--- src/rtl/bus_rr_arbiter.sv ---
// Round-robin arbiter for the shared system bus: one-hot grant held for a whole
// tenure, one dead turnaround cycle between owners, and a stall watchdog.
module bus_rr_arbiter #(
    parameter int N       = 6,
    parameter int ID_W    = 3,
    parameter int TIMEOUT = 64
) (
    input  logic            BUS_CLK,
    input  logic            RST,
    input  logic [N-1:0]    BR,
    input  logic [N-1:0]    ACK_OUT,
    output logic [N-1:0]    BG,
    output logic            ACK_IN,
    output logic            BUS_BUSY,
    output logic [ID_W-1:0] GRANT_ID,
    output logic            TIMEOUT_ERR,
    output logic [1:0]      state_dbg
);

    localparam int CNT_W = (TIMEOUT < 2) ? 1 : $clog2(TIMEOUT + 1);
    localparam logic [CNT_W-1:0] CNT_MAX  = CNT_W'(TIMEOUT);
    localparam logic [CNT_W-1:0] CNT_LAST = (TIMEOUT == 0) ? '0 : CNT_W'(TIMEOUT - 1);
    localparam logic [ID_W-1:0]  LAST_ID  = ID_W'(N - 1);

    typedef enum logic [1:0] {
        IDLE    = 2'd0,
        GRANT   = 2'd1,
        RELEASE = 2'd2
    } state_t;

    state_t          state;
    logic [ID_W-1:0] ptr;
    logic [CNT_W-1:0] cnt;

    logic            found;
    logic [ID_W-1:0] winner;
    logic            owner_ack;
    logic            owner_req;
    logic            timeout_hit;
    logic            tenure_end;
    logic [ID_W-1:0] next_ptr;

    assign ACK_IN    = |ACK_OUT;
    assign state_dbg = state;

    // BG is one-hot, so masking with it picks out the owner's own bits.
    assign owner_ack   = |(ACK_OUT & BG);
    assign owner_req   = |(BR & BG);
    assign timeout_hit = (TIMEOUT != 0) && (cnt == CNT_LAST);
    assign tenure_end  = owner_ack || !owner_req || timeout_hit;
    assign next_ptr    = (GRANT_ID == LAST_ID) ? '0 : GRANT_ID + ID_W'(1);

    // Scan from ptr upward, wrapping modulo N; the first requester found wins.
    always_comb begin
        found  = 1'b0;
        winner = '0;
        for (int i = 0; i < N; i++) begin
            int idx;
            idx = int'(ptr) + i;
            if (idx >= N) begin
                idx = idx - N;
            end
            if (!found && BR[idx]) begin
                found  = 1'b1;
                winner = ID_W'(idx);
            end
        end
    end

    always_ff @(posedge BUS_CLK or posedge RST) begin
        if (RST) begin
            state       <= IDLE;
            BG          <= '0;
            BUS_BUSY    <= 1'b0;
            GRANT_ID    <= '0;
            TIMEOUT_ERR <= 1'b0;
            cnt         <= '0;
            ptr         <= '0;
        end else begin
            TIMEOUT_ERR <= 1'b0;
            case (state)
                IDLE, RELEASE: begin
                    if (found) begin
                        BG       <= {{(N-1){1'b0}}, 1'b1} << winner;
                        GRANT_ID <= winner;
                        BUS_BUSY <= 1'b1;
                        cnt      <= '0;
                        state    <= GRANT;
                    end else begin
                        state <= IDLE;
                    end
                end
                GRANT: begin
                    if (tenure_end) begin
                        BG          <= '0;
                        BUS_BUSY    <= 1'b0;
                        GRANT_ID    <= '0;
                        ptr         <= next_ptr;
                        state       <= RELEASE;
                        // Only a pure stall is an error; ACK or abandon wins the tie.
                        TIMEOUT_ERR <= !owner_ack && owner_req && timeout_hit;
                    end else if (cnt != CNT_MAX) begin
                        cnt <= cnt + CNT_W'(1);
                    end
                end
                default: begin
                    BG       <= '0;
                    BUS_BUSY <= 1'b0;
                    GRANT_ID <= '0;
                    state    <= IDLE;
                end
            endcase
        end
    end

endmodule

--- config.mk ---
export PLATFORM = sky130hd
export DESIGN_NAME = bus_rr_arbiter
export DESIGN_NICKNAME = d
export VERILOG_FILES = /design/src/rtl/bus_rr_arbiter.sv
export SDC_FILE = /design/constraint.sdc
export NUM_CORES = 1
export LEC_CHECK = 0
export CORE_AREA = 2 2 63 65
export CTS_BUF_LIST = sky130_fd_sc_hd__clkbuf_16
export DETAILED_ROUTE_END_ITERATION = 16
export DIE_AREA = 0 0 65 67
export MAX_ROUTING_LAYER = met4
export PLACE_DENSITY = 0.87
export SLEW_MARGIN = 20
export SYNTH_ARGS = -nofsm -noshare
export SYNTH_HDL_FRONTEND = slang
export SYNTH_SLANG_ARGS = --single-unit
--- constraint.sdc ---
create_clock -name BUS_CLK -period 4.6 [get_ports BUS_CLK]
set_input_delay 1.15 -clock BUS_CLK [delete_from_list [all_inputs] [get_ports BUS_CLK]]
set_output_delay 1.15 -clock BUS_CLK [all_outputs]
set_load 0.05 [all_outputs]
* Word level (Yosys, flattened, before mapping) *
Index checks and enable logic that the tools add are counted.

cells by class
  bitwise gates (word level) = 2
  reduce and logical (&&, ||, !) cells = 25
  multiplexer cells = 55
  add/sub/neg operators = 13
  $lt $le $gt $ge = 12
  shift operators = 1
  eq/ne operators = 9

operator list
  operator                                                           count
  < comparator 32 x 5 -> 1 bit, second input constant                6
  2-to-1 mux 32 bit                                                  6
  2-to-1 mux 3 bit                                                   9
  subtractor 4 x 3 -> 5 bit, second input constant                   5
  2-to-1 mux 1 bit                                                   23
  2-to-1 mux 7 bit                                                   3
  greater-or-equal comparator 4 x 3 -> 1 bit, second input constant  5
  binary-select mux 1 bit (select 3 bit)                             6
  OR reduction 6 bit                                                 3
  one-hot mux 7 bit (2 select lines)                                 1
  bitwise AND 6 bit                                                  2
  2-to-1 mux 6 bit                                                   2
  one-hot mux 6 bit (2 select lines)                                 1
  adder 3 x 2 -> 4 bit, second input constant                        2
  adder 3 x 3 -> 4 bit, second input constant                        2
  inequality test 2 bit, second input constant                       4
  adder 7 x 1 -> 7 bit, second input constant                        1
  equality test 7 x 6 -> 1 bit, second input constant                1
  logical AND 1 bit                                                  7
  logical NOT 1 bit                                                  7
  inequality test 7 bit, second input constant                       1
  one-hot mux 3 bit (2 select lines)                                 1
  << shifter 1 x 3 -> 6 bit, first input constant                    1
  adder 3 x 1 -> 4 bit, second input constant                        1
  15 further kinds                                                   17

word-level totals
  flip-flop bits (word level) = 23
  logic and storage cells = 124
  input port bits = 14

* Logic depth before layout (Yosys ltp) *
  word-level depth = 24
  depth in mapped cells = 15
  depth with buffers taken out = 13

* Least setup slack after synthesis *
No wires, ideal clock.

  path type = reg-to-reg
  from = reg ptr[0]
  to = reg cnt[1]
  required time = 4.480 ns
  library setup time = 0.120 ns
  period minus slack after synthesis = 3.569 ns
  setup slack = 1.031 ns
  stages on the path, launching flop included = 15
  data arrival time = 3.450 ns
  path through = dfrtp_1 buf_4 buf_2 inv_1 ha_1 inv_1 ha_1 a2111oi_0 o22ai_1 nand2_1 mux2i_1 nor4_4 a21oi_2 or2_1 a31o_1

on the way
  cells in the longest elaborated chain, start to end = 23
  elaborated cells on any way between the ends = 59

ends and longest elaborated chain
  element                                                                             RTL line  source
  start: declaration                                                                  32        logic [ID_W-1:0] ptr;
  start signal: assignment                                                            98        ptr <= next_ptr;
  parallel branches: the longest is 20 deep, another holds subtractor 4 x 3 -> 5 bit  n/a
  2-to-1 mux 1 bit *                                                                  63        if (!found && BR[idx]) begin
  inequality test 2 bit (no line) *                                                   n/a
  AND reduction 4 bit (no line) *                                                     n/a
  end signal: assignment                                                              103       cnt <= cnt + CNT_W'(1);
  end: declaration                                                                    33        logic [CNT_W-1:0] cnt;

Mark *: on every way between the ends. The select of a mux whose other input is x is not followed.
A chain may end at the register's enable or synchronous reset.

* Worst setup path after layout *
  from = in BR[5]
  to = reg GRANT_ID[1]

on the way
  cells in the longest elaborated chain, start to end = 21
  elaborated cells on any way between the ends = 50

ends and longest elaborated chain
  element                                                                           RTL line  source
  start: declaration                                                                10        input logic [N-1:0] BR,
  binary-select mux 1 bit (select 3 bit)                                            63
  2-to-1 mux 1 bit (implied by the code) (2 in series)                              63
  2-to-1 mux 1 bit                                                                  63
  logical NOT 1 bit                                                                 63
  logical AND 1 bit                                                                 63
  2-to-1 mux 1 bit                                                                  63
  logical NOT 1 bit                                                                 63
  logical AND 1 bit                                                                 63
  (+4 left out)                                                                     n/a
  logical NOT 1 bit                                                                 63
  logical AND 1 bit                                                                 63
  2-to-1 mux 1 bit                                                                  63
  logical NOT 1 bit                                                                 63
  logical AND 1 bit                                                                 63
  2-to-1 mux 3 bit / 2-to-1 mux 1 bit (equally long branches)                       63
  2-to-1 mux 3 bit / inequality test 2 bit (equally long branches)                  n/a
  one-hot mux 3 bit (2 select lines) / AND reduction 2 bit (equally long branches)  n/a
  end signal: assignment                                                            85        GRANT_ID <= winner;
  end: declaration                                                                  15        output logic [ID_W-1:0] GRANT_ID,

Several ways; a longest one is shown, not always the timed one. The select of a mux whose other input is x is not followed.

==> metrics <==
worst endpoint required time 4.73 ns; Root Driver clkbuf_16; DP Worst Slack 0.365 ns; Max Transition Viols Final 0; Worst-path clk slew 0.06 ns; CTS buffer count 3; min Tclk post-route 4.00 ns; asr flop ratio synth 100%; syn nets 256; Setup crit end kind register; gr ovfl total 0; outcome complete, no violations; Std-Cell Rows 22; Placer Congestion 1.05; FMAX 0.250 GHz; Via Count 1833; Startpoint Class input port; post-synth top area cell dfrtp_1; delay of the slowest cell on the worst path 0.50 ns; layout cells sized above 1 7.84%; fillers 290; Yosys warnings 0; Max-Cap Viols 0; unrepaired setup endpoints after global routing false; Core ar. 3610 sq um; Synth Register Bits 23; Clock Skew 0.00302 ns; Avg Cell Area, Syn 8.70 sq um; Post-synth EDFFs 0; Crit Path Class input port to register; DRC Markers 0; Cell Area, Synth 1970 sq um; Placed Area 2290 sq um; setup bufs post-CTS 0; critical path's slowest cell clkdlybuf4s50_1; r2r setup slk 0.78 ns; Primary FF master, synth dfrtp_1; # setup viols final 0; DRT Pass-1 Iters 4; H-tree levels 1; starting density of the core 54.8%; PortBufs 27; CP delay by family, top compound AO/OA/AOI/OAI gates; DIE AREA 4360 sq um; commonest non-fill, non-tap cells in the layout nand2_1, clkdlybuf4s50_1, dfrtp_1; Yosys top cell area share 29.2%; 1st-iter DRT viols 141; Skew-Pair Late Insertion Delay 0.25 ns; WP buf/inv 1; Die H 67 um; Slew Limit Headroom 43.9%; Resized cells post-CTS 0; HP Class register to register; Setup WS post-layout 0.597 ns; Yosys cell types 49; Post-Syn Instances 227; top cells by area, synth dfrtp_1, ha_1, nand2_1, mux2i_1, o21ai_0; Final Cell Area 2370 sq um; TritonCTS clock tree yes; Fin. Hold Viols 0; Detailed Place HPWL 3880 um; Seq/Total Area, Yosys 29.2%; Top-Level Pins 28; Layout Nets 285; largest net degree at the start of global routing 24; Fin Setup TNS 0 ns; vias in the first global route 1774; Routed WL 5050 um; Hold Buf Count CTS 0; commonest non-fill, non-tap cell in the layout nand2_1; GRT Util Overall 25.2%; crit path DAT 4.13 ns; clk buf depth 2; Die X 65 um; via density per instance 6.05; global-route wire length before repair 8250 um; Max FO, Critical Path 6; WL/cell 16.7 um; Sink Count 23; Inserted Diodes 0; initial antenna violation count 0; crit-path cells clkdlybuf4s50_1 > mux4_2 > a22o_1 > a311oi_2 > nand2b_1 > nor4_4 > a22oi_1 > o311ai_0 > a21boi_1 > o21ai_0; final hold slack 0.483 ns; remaining antenna violation count 0; period utilization 87.0%; worst slew pin tran 0.841 ns; area grow syn2layout 20.2%
## final cells by class
type / instances / area [sq um] / share of cell area [%]
clock buffers: 3 / 75.1 / 3.16
well taps: 48 / 60.1 / 2.53
inverters: 13 / 48.8 / 2.06
clock inverters: 1 / 3.75 / 0.158
multi-input cells: 186 / 1330 / 55.8
flip-flops and latches: 23 / 576 / 24.2
repair buffers: 29 / 285 / 12.0
## synthesized netlist by cell type (7+ instances only)
master / count
nand2_1: 31
dfrtp_1: 23
nor2_1: 18
ha_1: 15
o21ai_0: 15
inv_1: 13
mux2i_1: 11
a22oi_1: 7
## tightest hold or removal path, cell delays in order, from the launching register on
cell	delay (ns)
dfrtp_1	0.35
nand2_1	0.05
nand2_1	0.05
## kinds of logic (layout without fill, tap and decap cells)
kind of cell	count (synthesis)	in the layout	share of synthesized area [%]
AO/OA/AOI/OAI	57	57	20.3
XOR/XNOR	11	11	5.26
adder cells (fa/ha/maj)	15	15	9.51
buffers and inverters	18	46	3.74
flip-flops	23	23	29.2
multiplexers	19	19	11.3
AND/OR/NAND/NOR	84	84	20.7
## per-stage QoR
stage / util (%) / cells
after floorplan: - / 227
final: 65.8 / 303
after detailed placement: 63.6 / 299
after global placement: 63.6 / 299
after global routing: 65.8 / 303
after CTS: 65.8 / 303
## worst paths after layout
path / start / endpoint / depth (start not counted)
worst min register to register: BUS_BUSY / BUS_BUSY / 2
worst max register to register: ptr[0] / BG[3] / 14
worst max-delay path: BR[5] / GRANT_ID[1] / 10
min in group asynchronous: RST / ptr[2] / 2
max in group asynchronous: RST / ptr[1] / 2
worst min-delay path: BUS_BUSY / BUS_BUSY / 2
## routing by layer
layer	vias to the layer above	part of all wire, %	GRT usage [%]	wire, um
li1	884	-	-	-
met1	869	45	33.9	2290
met2	66	47	39.3	2360
met3	14	5.6	3.38	284
met4	0	2.3	8.51	117
met5	-	0	-	0
## registers in the layout (all words and copies together), names as in the netlist
signal,flops
ptr,3
state_dbg,2
TIMEOUT_ERR,1
BG,6
GRANT_ID,3
cnt,7
BUS_BUSY,1
Power is not shown: default switching activity piles up to over one toggle a cycle in this logic, so the estimate is an artifact.
